===== src/rtl/memory_requester.sv =====
// memory_requester
//   Bridges a host byte-write / byte-read interface to a memory manager.
//   Host writes are queued in a FIFO and issued one at a time as a
//   request/complete handshake. Host reads are issued one at a time. Each
//   read waits a fixed number of cycles before memoryReadData is sampled.
//   A read is only accepted once every queued write has fully retired, so
//   a read never overtakes an earlier write.
//
// Parameters
//   FIFO_DEPTH  write-queue entries (power of 2, >= 2)
//   READ_WAIT   cycles from memoryReadAddress drive to memoryReadData sample (>= 5)
//
// Ports
//   clock, resetN                      sole clock; async active-low reset
//   hostWrite{Valid,Address,Data}      host write offer; hostWriteReady = queue not full
//   hostRead{Valid,Address}            host read offer; hostReadReady = read can be accepted
//   hostReadData / hostReadDataValid   returned byte, one-cycle valid pulse
//   memoryWrite{Request,Address,Data}  write request to memory manager
//   memoryWriteComplete                one-cycle completion pulse from memory manager
//   memoryReadAddress / memoryReadData read address out, read byte in
//   busy                               queue non-empty or either FSM active
//
// Optional feature (macro MEMORY_REQUESTER_OVERFLOW_EN)
//   Adds output writeOverflow: sticky flag set when hostWriteValid is seen
//   while the queue is full. Cleared only by reset.

module memory_requester #(
  parameter int FIFO_DEPTH = 8,
  parameter int READ_WAIT  = 6
) (
  input  logic        clock,
  input  logic        resetN,
  input  logic        hostWriteValid,
  input  logic [16:0] hostWriteAddress,
  input  logic [7:0]  hostWriteData,
  output logic        hostWriteReady,
  input  logic        hostReadValid,
  input  logic [16:0] hostReadAddress,
  output logic        hostReadReady,
  output logic [7:0]  hostReadData,
  output logic        hostReadDataValid,
  output logic        memoryWriteRequest,
  output logic [16:0] memoryWriteAddress,
  output logic [7:0]  memoryWriteData,
  input  logic        memoryWriteComplete,
  output logic [16:0] memoryReadAddress,
  input  logic [7:0]  memoryReadData,
  output logic        busy
`ifdef MEMORY_REQUESTER_OVERFLOW_EN
  ,
  output logic        writeOverflow
`endif
);

  localparam int PW   = $clog2(FIFO_DEPTH);
  localparam int CNTW = PW + 1;
  localparam int CW   = $clog2(READ_WAIT);

  localparam logic [CNTW-1:0] DEPTH_C = CNTW'(FIFO_DEPTH);
  localparam logic [CW-1:0]   WAIT_C  = CW'(READ_WAIT - 1);

  typedef struct packed {
    logic [16:0] addr;
    logic [7:0]  data;
  } wr_entry_t;

  typedef enum logic [1:0] {W_IDLE, W_REQ, W_GAP} w_state_e;
  typedef enum logic       {R_IDLE, R_WAIT}       r_state_e;

  // ---------------------------------------------------------------------
  // Write queue
  // ---------------------------------------------------------------------
  wr_entry_t           fifo_mem_q [FIFO_DEPTH];
  logic [PW-1:0]       wr_ptr_q, wr_ptr_d;
  logic [PW-1:0]       rd_ptr_q, rd_ptr_d;
  logic [CNTW-1:0]     count_q, count_d;
  wr_entry_t           head;
  logic                fifo_empty;
  logic                push, pop;

  w_state_e            w_state_q, w_state_d;
  logic                mw_req_q, mw_req_d;
  logic [16:0]         mw_addr_q, mw_addr_d;
  logic [7:0]          mw_data_q, mw_data_d;

  r_state_e            r_state_q, r_state_d;
  logic [CW-1:0]       wait_cnt_q, wait_cnt_d;
  logic [16:0]         mr_addr_q, mr_addr_d;
  logic [7:0]          rdata_q, rdata_d;
  logic                rvalid_q, rvalid_d;
  logic                rd_accept;

  // Ready flags depend only on registered state; no input feeds them.
  assign fifo_empty     = (count_q == '0);
  assign hostWriteReady = (count_q < DEPTH_C);
  assign hostReadReady  = (r_state_q == R_IDLE) && fifo_empty && (w_state_q == W_IDLE);

  assign push      = hostWriteValid && hostWriteReady;
  assign pop       = (w_state_q == W_REQ) && memoryWriteComplete;
  assign rd_accept = hostReadValid && hostReadReady;
  assign head      = fifo_mem_q[rd_ptr_q];

  // Storage needs no reset: only entries between the pointers are ever read.
  always_ff @(posedge clock) begin
    if (push) fifo_mem_q[wr_ptr_q] <= {hostWriteAddress, hostWriteData};
  end

  // Power-of-2 depth: pointer increment wraps naturally.
  always_comb begin
    wr_ptr_d = wr_ptr_q;
    rd_ptr_d = rd_ptr_q;
    count_d  = count_q;
    if (push) wr_ptr_d = wr_ptr_q + PW'(1);
    if (pop)  rd_ptr_d = rd_ptr_q + PW'(1);
    case ({push, pop})
      2'b10:   count_d = count_q + CNTW'(1);
      2'b01:   count_d = count_q - CNTW'(1);
      default: count_d = count_q;
    endcase
  end

  // ---------------------------------------------------------------------
  // Write FSM
  // ---------------------------------------------------------------------
  always_comb begin
    w_state_d = w_state_q;
    mw_req_d  = mw_req_q;
    mw_addr_d = mw_addr_q;
    mw_data_d = mw_data_q;
    case (w_state_q)
      W_IDLE: begin
        // Writes only start while no read is outstanding, so a read accepted
        // on the same edge as a push always goes first.
        if (!fifo_empty && (r_state_q == R_IDLE)) begin
          w_state_d = W_REQ;
          mw_req_d  = 1'b1;
          mw_addr_d = head.addr;
          mw_data_d = head.data;
        end
      end
      W_REQ: begin
        if (memoryWriteComplete) begin
          w_state_d = W_GAP;
          mw_req_d  = 1'b0;
        end
      end
      W_GAP:   w_state_d = W_IDLE;
      default: w_state_d = W_IDLE;
    endcase
  end

  // ---------------------------------------------------------------------
  // Read FSM
  // ---------------------------------------------------------------------
  always_comb begin
    r_state_d  = r_state_q;
    wait_cnt_d = wait_cnt_q;
    mr_addr_d  = mr_addr_q;
    rdata_d    = rdata_q;
    rvalid_d   = 1'b0;
    case (r_state_q)
      R_IDLE: begin
        if (rd_accept) begin
          r_state_d  = R_WAIT;
          mr_addr_d  = hostReadAddress;
          wait_cnt_d = WAIT_C;
        end
      end
      R_WAIT: begin
        if (wait_cnt_q == '0) begin
          r_state_d = R_IDLE;
          rdata_d   = memoryReadData;
          rvalid_d  = 1'b1;
        end else begin
          wait_cnt_d = wait_cnt_q - CW'(1);
        end
      end
      default: r_state_d = R_IDLE;
    endcase
  end

  always_ff @(posedge clock or negedge resetN) begin
    if (!resetN) begin
      wr_ptr_q   <= '0;
      rd_ptr_q   <= '0;
      count_q    <= '0;
      w_state_q  <= W_IDLE;
      mw_req_q   <= 1'b0;
      mw_addr_q  <= '0;
      mw_data_q  <= '0;
      r_state_q  <= R_IDLE;
      wait_cnt_q <= '0;
      mr_addr_q  <= '0;
      rdata_q    <= '0;
      rvalid_q   <= 1'b0;
    end else begin
      wr_ptr_q   <= wr_ptr_d;
      rd_ptr_q   <= rd_ptr_d;
      count_q    <= count_d;
      w_state_q  <= w_state_d;
      mw_req_q   <= mw_req_d;
      mw_addr_q  <= mw_addr_d;
      mw_data_q  <= mw_data_d;
      r_state_q  <= r_state_d;
      wait_cnt_q <= wait_cnt_d;
      mr_addr_q  <= mr_addr_d;
      rdata_q    <= rdata_d;
      rvalid_q   <= rvalid_d;
    end
  end

  assign memoryWriteRequest = mw_req_q;
  assign memoryWriteAddress = mw_addr_q;
  assign memoryWriteData    = mw_data_q;
  assign memoryReadAddress  = mr_addr_q;
  assign hostReadData       = rdata_q;
  assign hostReadDataValid  = rvalid_q;
  assign busy = !fifo_empty || (w_state_q != W_IDLE) || (r_state_q != R_IDLE);

`ifdef MEMORY_REQUESTER_OVERFLOW_EN
  logic ovf_q, ovf_d;

  always_comb begin
    ovf_d = ovf_q | (hostWriteValid && !hostWriteReady);
  end

  always_ff @(posedge clock or negedge resetN) begin
    if (!resetN) ovf_q <= 1'b0;
    else         ovf_q <= ovf_d;
  end

  assign writeOverflow = ovf_q;
`endif

endmodule


===== config.mk =====
export PLATFORM = sky130hd
export DESIGN_NAME = memory_requester
export DESIGN_NICKNAME = d
export VERILOG_FILES = /design/src/rtl/memory_requester.sv
export SDC_FILE = /design/constraint.sdc
export NUM_CORES = 1
export LEC_CHECK = 0
export ABC_AREA = 1
export BUFFER_PORTS_ARGS = -buffer_cell sky130_fd_sc_hd__buf_2
export CORE_MARGIN = 5
export CORE_UTILIZATION = 35
export DETAILED_ROUTE_END_ITERATION = 6
export SYNTH_ARGS = -nofsm -noshare
export SYNTH_HDL_FRONTEND = slang
export SYNTH_SLANG_ARGS = --single-unit

===== constraint.sdc =====
create_clock -name clock -period 2.55 [get_ports clock]
set_input_delay 0.1275 -clock clock [delete_from_list [all_inputs] [get_ports clock]]
set_output_delay 0.1275 -clock clock [all_outputs]
set_load 0.02 [all_outputs]

Word level (Yosys, flattened, before mapping)

Memories as Yosys holds them, arrays and structs flattened. A register that Yosys moved wholly into a read port is not among the register bits.
Cells that the tools add are included.

Add/sub/neg operators: 5
$lt $le $gt $ge: 1
Equality and inequality tests: 7
Multiplexer cells: 17
Bitwise operators: 1
Reduce and logical (&&, ||, !) cells: 22

Operator list:

| operator                                             | number |
|---|---|
| AND reduction 2 bit                                  | 5 |
| two-way mux 1 bit                                    | 8 |
| case mux 4 bit (2 select lines)                      | 1 |
| adder 3 x 1 -> 3 bit (second input constant)         | 2 |
| logical AND 1 bit                                    | 6 |
| two-way mux 3 bit                                    | 2 |
| != test 2 bit (second input constant)                | 3 |
| case mux 3 bit (2 select lines)                      | 1 |
| nonzero test 2 bit                                   | 3 |
| adder 4 x 1 -> 4 bit (second input constant)         | 1 |
| equality test 2 x 1 -> 1 bit (second input constant) | 2 |
| logical NOT 4 bit                                    | 1 |
| < comparator 4 bit (second input constant)           | 1 |
| two-way mux 2 bit                                    | 2 |
| case mux 1 bit (2 select lines)                      | 2 |
| case mux 2 bit (2 select lines)                      | 1 |
| subtractor 4 x 1 -> 4 bit (second input constant)    | 1 |
| logical NOT 3 bit                                    | 1 |
| AND reduction 3 bit                                  | 1 |
| subtractor 3 x 1 -> 3 bit (second input constant)    | 1 |
| equality test 2 bit (second input constant)          | 1 |
| logical NOT 1 bit                                    | 2 |
| logical NOT 2 bit                                    | 1 |
| logical OR 1 bit                                     | 2 |
| other kinds (2)                                      | 2 |

Register bits after elaboration: 43
Memory bits (writable): 200
Memories kept: 1

Memory list:

| name       | depth | bits a word | rd ports | clocked after Yosys merged registers in | write ports | RTL line | text |
|---|---|---|---|---|---|---|---|
| fifo_mem_q | 8     | 25          | 1        | 1                                       | 1           | 73       | `wr_entry_t fifo_mem_q [FIFO_DEPTH];` |

Longest topological paths before layout

Depth after elaboration: 6
Mapped depth: 12

Worst setup path after synthesis

Ideal clock, no wire load.

Path kind: reg-to-reg
Start point: reg count_q[3]
End point: mem fifo_mem_q[0][0] (netlist name) (enable)
Setup time: 407 ps
Arrival time: 2151 ps
Required time: 2143 ps
Path slack: -8 ps
Stages on the path, launching flop included: 5
Cells stage by stage: dfrtp_1 -> inv_1 -> nand2_1 -> or2_2 -> nor2_1

Longest elaborated chain between the ends: 4

Ends and longest elaborated chain:

| element                                 | RTL line | text |
|---|---|---|
| start, declared                         | 76       | `logic [CNTW-1:0] count_q, count_d;` |
| start signal, assigned                  | 199      | `count_q <= count_d;` |
| < comparator 4 bit                      | 95       | `assign hostWriteReady = (count_q < DEPTH_C);` |
| named net hostWriteReady                | 36       | `output logic hostWriteReady,` |
| logical AND 1 bit                       | 98       | `assign push = hostWriteValid && hostWriteReady;` |
| two-way mux 1 bit                       | 105      | `if (push) fifo_mem_q[wr_ptr_q] <= {hostWriteAddress, hostWriteData};` |
| two-way mux 1 bit (not written as such) | 105      |  |
| end, declared                           | 73       |  |

The timed path passes the listed nets, and every way through them passes these cells.

Worst setup path in the final report

Start point: reg count_q[3]
End point: mem fifo_mem_q[7][19] (netlist name) (enable)

Longest elaborated chain between the ends: 4

Ends and longest elaborated chain:

| element                                 | RTL line |
|---|---|
| < comparator 4 bit                      | 95 |
| logical AND 1 bit                       | 98 |
| two-way mux 1 bit                       | 105 |
| two-way mux 1 bit (not written as such) | 105 |

Every way passes these cells.

==> results.tsv <==
stage	metric	value	unit
clock_network	cts.htree.levels	1	
worst_setup_path	path_cells	inv_1 > nand2_1 > inv_1 > nand2_1 > nor2_2 > buf_4	
cells_and_area	ff_latch_area	7711	µm²
die	pin_count	110	
die	die_area	34280	µm²
yosys	synth_xor_area_frac	0.004894	
clock_network	cts_inserted_buffers	29	
route	vias_per_cell	4.684	
worst_setup_path	timing.rr.end	fifo_mem_q[7][19]	
timing	worst_slew_margin_rel	0.5712	
route	drt-initial-drc-count	458	
cells_and_area	num-nets-final	1158	
route	vias	7096	
timing	slew_viol_final	0	
route	routed_wl	24240	µm
yosys	syn-num-nets	982	
yosys	syn_area	10740	µm²
yosys	synth-compound-area-share	0.06688	
job	drv_cap	0	
power_and_ir_drop	peakVddDrop	0.0006919	V
placement	hpwl	14700	µm
hold_path	min_path_type	primary input to asynchronous set/reset pin	
timing	post-route-min-period	1.985	ns
timing	finalCritPeriodShare	0.7783	
grt	grt_start_max_net_pins	127	
outcome	status	complete, no violations	
timing	finalWorstSetupSlack	0.5654	ns
grt	grt_pass1_wl	38030	µm
cells_and_area	mostFrequentLayoutCells	200 x edfxtp_1, 153 x nor2_1, 147 x nand2_1, 108 x buf_2, 86 x o21ai_0	
worst_setup_path	slowest_delay	0.45	ns
worst_setup_path	r2r_cells	6	
yosys	synth_area_per_cell	11.67	µm²
timing	worstMarginPinSlew	0.6432	ns
worst_setup_path	worstSetupEndpointType	register	
route	drcViolationCount	0	
power_and_ir_drop	power_frac_comb	0.352	
die	dieHeight	185.2	µm
clock_network	cts_tree	yes	
die	coreArea	30430	µm²
timing	rsz0062_at_grt	false	
power_and_ir_drop	clock_power_share	0.256	
worst_setup_path	worstReg2RegStart	count_q[3]	
clock_network	cts.sinks	268	
clock_network	clockBufferDepth	3	
cells_and_area	final_util	0.4348	
power_and_ir_drop	leakage	5.373	nW
yosys	ys_ff_latch	268	
power_and_ir_drop	p_seq_frac	0.392	
cells_and_area	insertedDiodeCount	0	
yosys	ys_seq_area_frac	0.7178	
timing	hold_viol_final	0	
yosys	synth-adder-area-share	0.008157	
worst_setup_path	critical_path_class	register to register	
timing	setup_viol	0	
power_and_ir_drop	internal-power	9.700	mW
clock_network	root_buffer	clkbuf_16	
worst_setup_path	required	2.78	ns
placement	place.gp.congestion	0.7813	
grt	grt_usage	0.1387	
route	postRouteAntennaNets	0	
die	initial_core_util	0.3529	
yosys	synth_mux_area_frac	0	
timing	fin_skew	0.01645	ns
yosys	synth_top_family_by_area	simple AND/OR/NAND/NOR gates	
die	dieWidth	185.2	µm
worst_setup_path	worstPathArrival	2.22	ns
die	core.rowCount	64	
yosys	synth_cell_type_count	32	
cells_and_area	synthToLayoutAreaGrowth	23.22	%
yosys	yosys.area_share.simple	0.1546	
timing	fmax	0.5039	GHz
cells_and_area	drive_above_1_share	0.1895	
route	dr.pass1.iters	5	
placement	place_inst	1408	
timing	holdWs	0.1144	ns
route	routedWlPerCell	16.00	µm
cells_and_area	fillers	2809	
cells_and_area	layoutNonFillerInstCount	1515	
power_and_ir_drop	cellPowerDensity	1162	nW/µm²
yosys	syn_inst	920	
worst_setup_path	cp_max_fo	9	
power_and_ir_drop	switching_power	5.671	mW
clock_network	clock_latency	0.54	ns
worst_setup_path	cp-start-kind	register	
grt	antenna_found_initial	0	
cells_and_area	multi_input_area	2539	µm²
yosys	ys_warn_count	0	
placement	io_buffer_count	109	
power_and_ir_drop	switching_share	0.3689	
cells_and_area	final_common_cell	edfxtp_1	
grt	grt.overflow.total	0	
clock_network	cts_resized	0	
clock_network	path_clk_slew	0.06	ns
worst_setup_path	critPathSlowestCell	nor2_2	
grt	grt_pass1_vias	7075	
placement	place_ws	0.5157	ns
worst_setup_path	r2r_slack	0.57	ns
## through the flow
| stage | total power, mW | setup TNS, ns | instance area [µm²] |
|---|---|---|---|
| floorplan | 9.806 | -0.8006 | 10740 |
| global placement | 11.46 | 0 | 11790 |
| detailed placement | 11.56 | 0 | 11790 |
| CTS | 15.60 | 0 | 13230 |
| global route | 16.43 | 0 | 13230 |
| finish | 15.37 | 0 | 13230 |
## power groups by stage
stage               Clock (mW)  Sequential (mW)  Combinational (mW)
floorplan                    0             6.54                3.26
finish                    3.93             6.03                5.41
global route              4.21             6.12                6.09
global placement             0             6.10                5.36
CTS                       4.03             6.04                5.54
detailed placement           0             6.11                5.45
## kinds of logic (layout without fill, tap and decap cells)
group,count (synthesis),in the layout
xor gates and xnor gates,6,6
buffers and inverters,114,313
DFF,268,268
and+or+nand+nor,400,400
AOI/OAI and AO/OA,125,125
adders and majority gates,7,7
## how the worst max path moves through the flow
stage	startpoint	endpoint	depth (start not counted)	slack (ns)
floorplan	count_q[3]	fifo_mem_q[0][0]	4	-0.008
detailed placement	count_q[3]	fifo_mem_q[7][5]	6	0.52
global route	count_q[3]	fifo_mem_q[7][19]	6	0.38
CTS	count_q[3]	fifo_mem_q[7][19]	6	0.50
finish	count_q[3]	fifo_mem_q[7][19]	6	0.57
global placement	count_q[3]	fifo_mem_q[7][20]	6	0.62
## cell type report
| cell class | count | area share |
|---|---|---|
| clock buffer | 46 | 0.06496 |
| clock inverter | 8 | 0.003593 |
| inverter | 68 | 0.01948 |
| multi-input combinational | 538 | 0.1919 |
| sequential | 268 | 0.5828 |
| tap | 396 | 0.03745 |
| timing repair buffer | 191 | 0.09986 |
## timing repair
item	in CTS	in global routing
hold endpoints to repair	263	0
setup buffers	0	0
hold buffers	53	0
## synthesized netlist by cell type
| cell | n | area share |
|---|---|---|
| nor3_4 | 1 | 0.0015 |
| edfxtp_1 | 200 | 0.56 |
| a21oi_1 | 1 | 0.00047 |
| or2_2 | 1 | 0.00058 |
| inv_1 | 60 | 0.021 |
| buf_2 | 21 | 0.0098 |
| clkbuf_1 | 13 | 0.0045 |
| nand3b_1 | 1 | 0.00070 |
| nor2_2 | 1 | 0.00058 |
| o21ai_2 | 8 | 0.0065 |
| buf_4 | 6 | 0.0042 |
| o21ai_1 | 5 | 0.0023 |
| ha_1 | 7 | 0.0082 |
| nand2_2 | 1 | 0.00058 |
| buf_12 | 1 | 0.0019 |
| clkbuf_2 | 1 | 0.00047 |
| clkinv_1 | 2 | 0.00070 |
| nor2_8 | 1 | 0.0019 |
| o211ai_1 | 25 | 0.017 |
| inv_2 | 5 | 0.0017 |
| dfrtp_1 | 68 | 0.16 |
| nand2_1 | 147 | 0.051 |
| o21ai_0 | 86 | 0.040 |
| inv_4 | 1 | 0.00058 |
| nand3_2 | 2 | 0.0019 |
| nor2_1 | 161 | 0.056 |
| xnor2_1 | 2 | 0.0016 |
| buf_1 | 2 | 0.00070 |
| nand3_1 | 83 | 0.039 |
| buf_6 | 2 | 0.0021 |
| xor2_1 | 4 | 0.0033 |
| or2_1 | 1 | 0.00058 |
## layer usage
| layer | GRT usage | share of wire |
|---|---|---|
| met2 | 0.2349 | 0.47 |
| met5 | 0 | 0 |
| met3 | 0.02160 | 0.054 |
| met1 | 0.1910 | 0.46 |
| met4 | 0.02907 | 0.016 |
## registers in the layout, indices dropped and copies added, names as in the netlist, 2 cells and up
register,cells
memoryWriteAddress,17
wait_cnt_q,3
memoryReadAddress,17
w_state_q,2
rd_ptr_q,3
count_q,4
memoryWriteData,8
hostReadData,8
wr_ptr_q,3
fifo_mem_q,200
## worst max-delay path: cells and delay by family, from the launching register on
| family | cells | cell delay, ns |
|---|---|---|
| buffers and inverters | 3 | 0.52 |
| DFF | 1 | 0.43 |
| and+or+nand+nor | 3 | 0.73 |
Power figures use the tool's default switching activity.
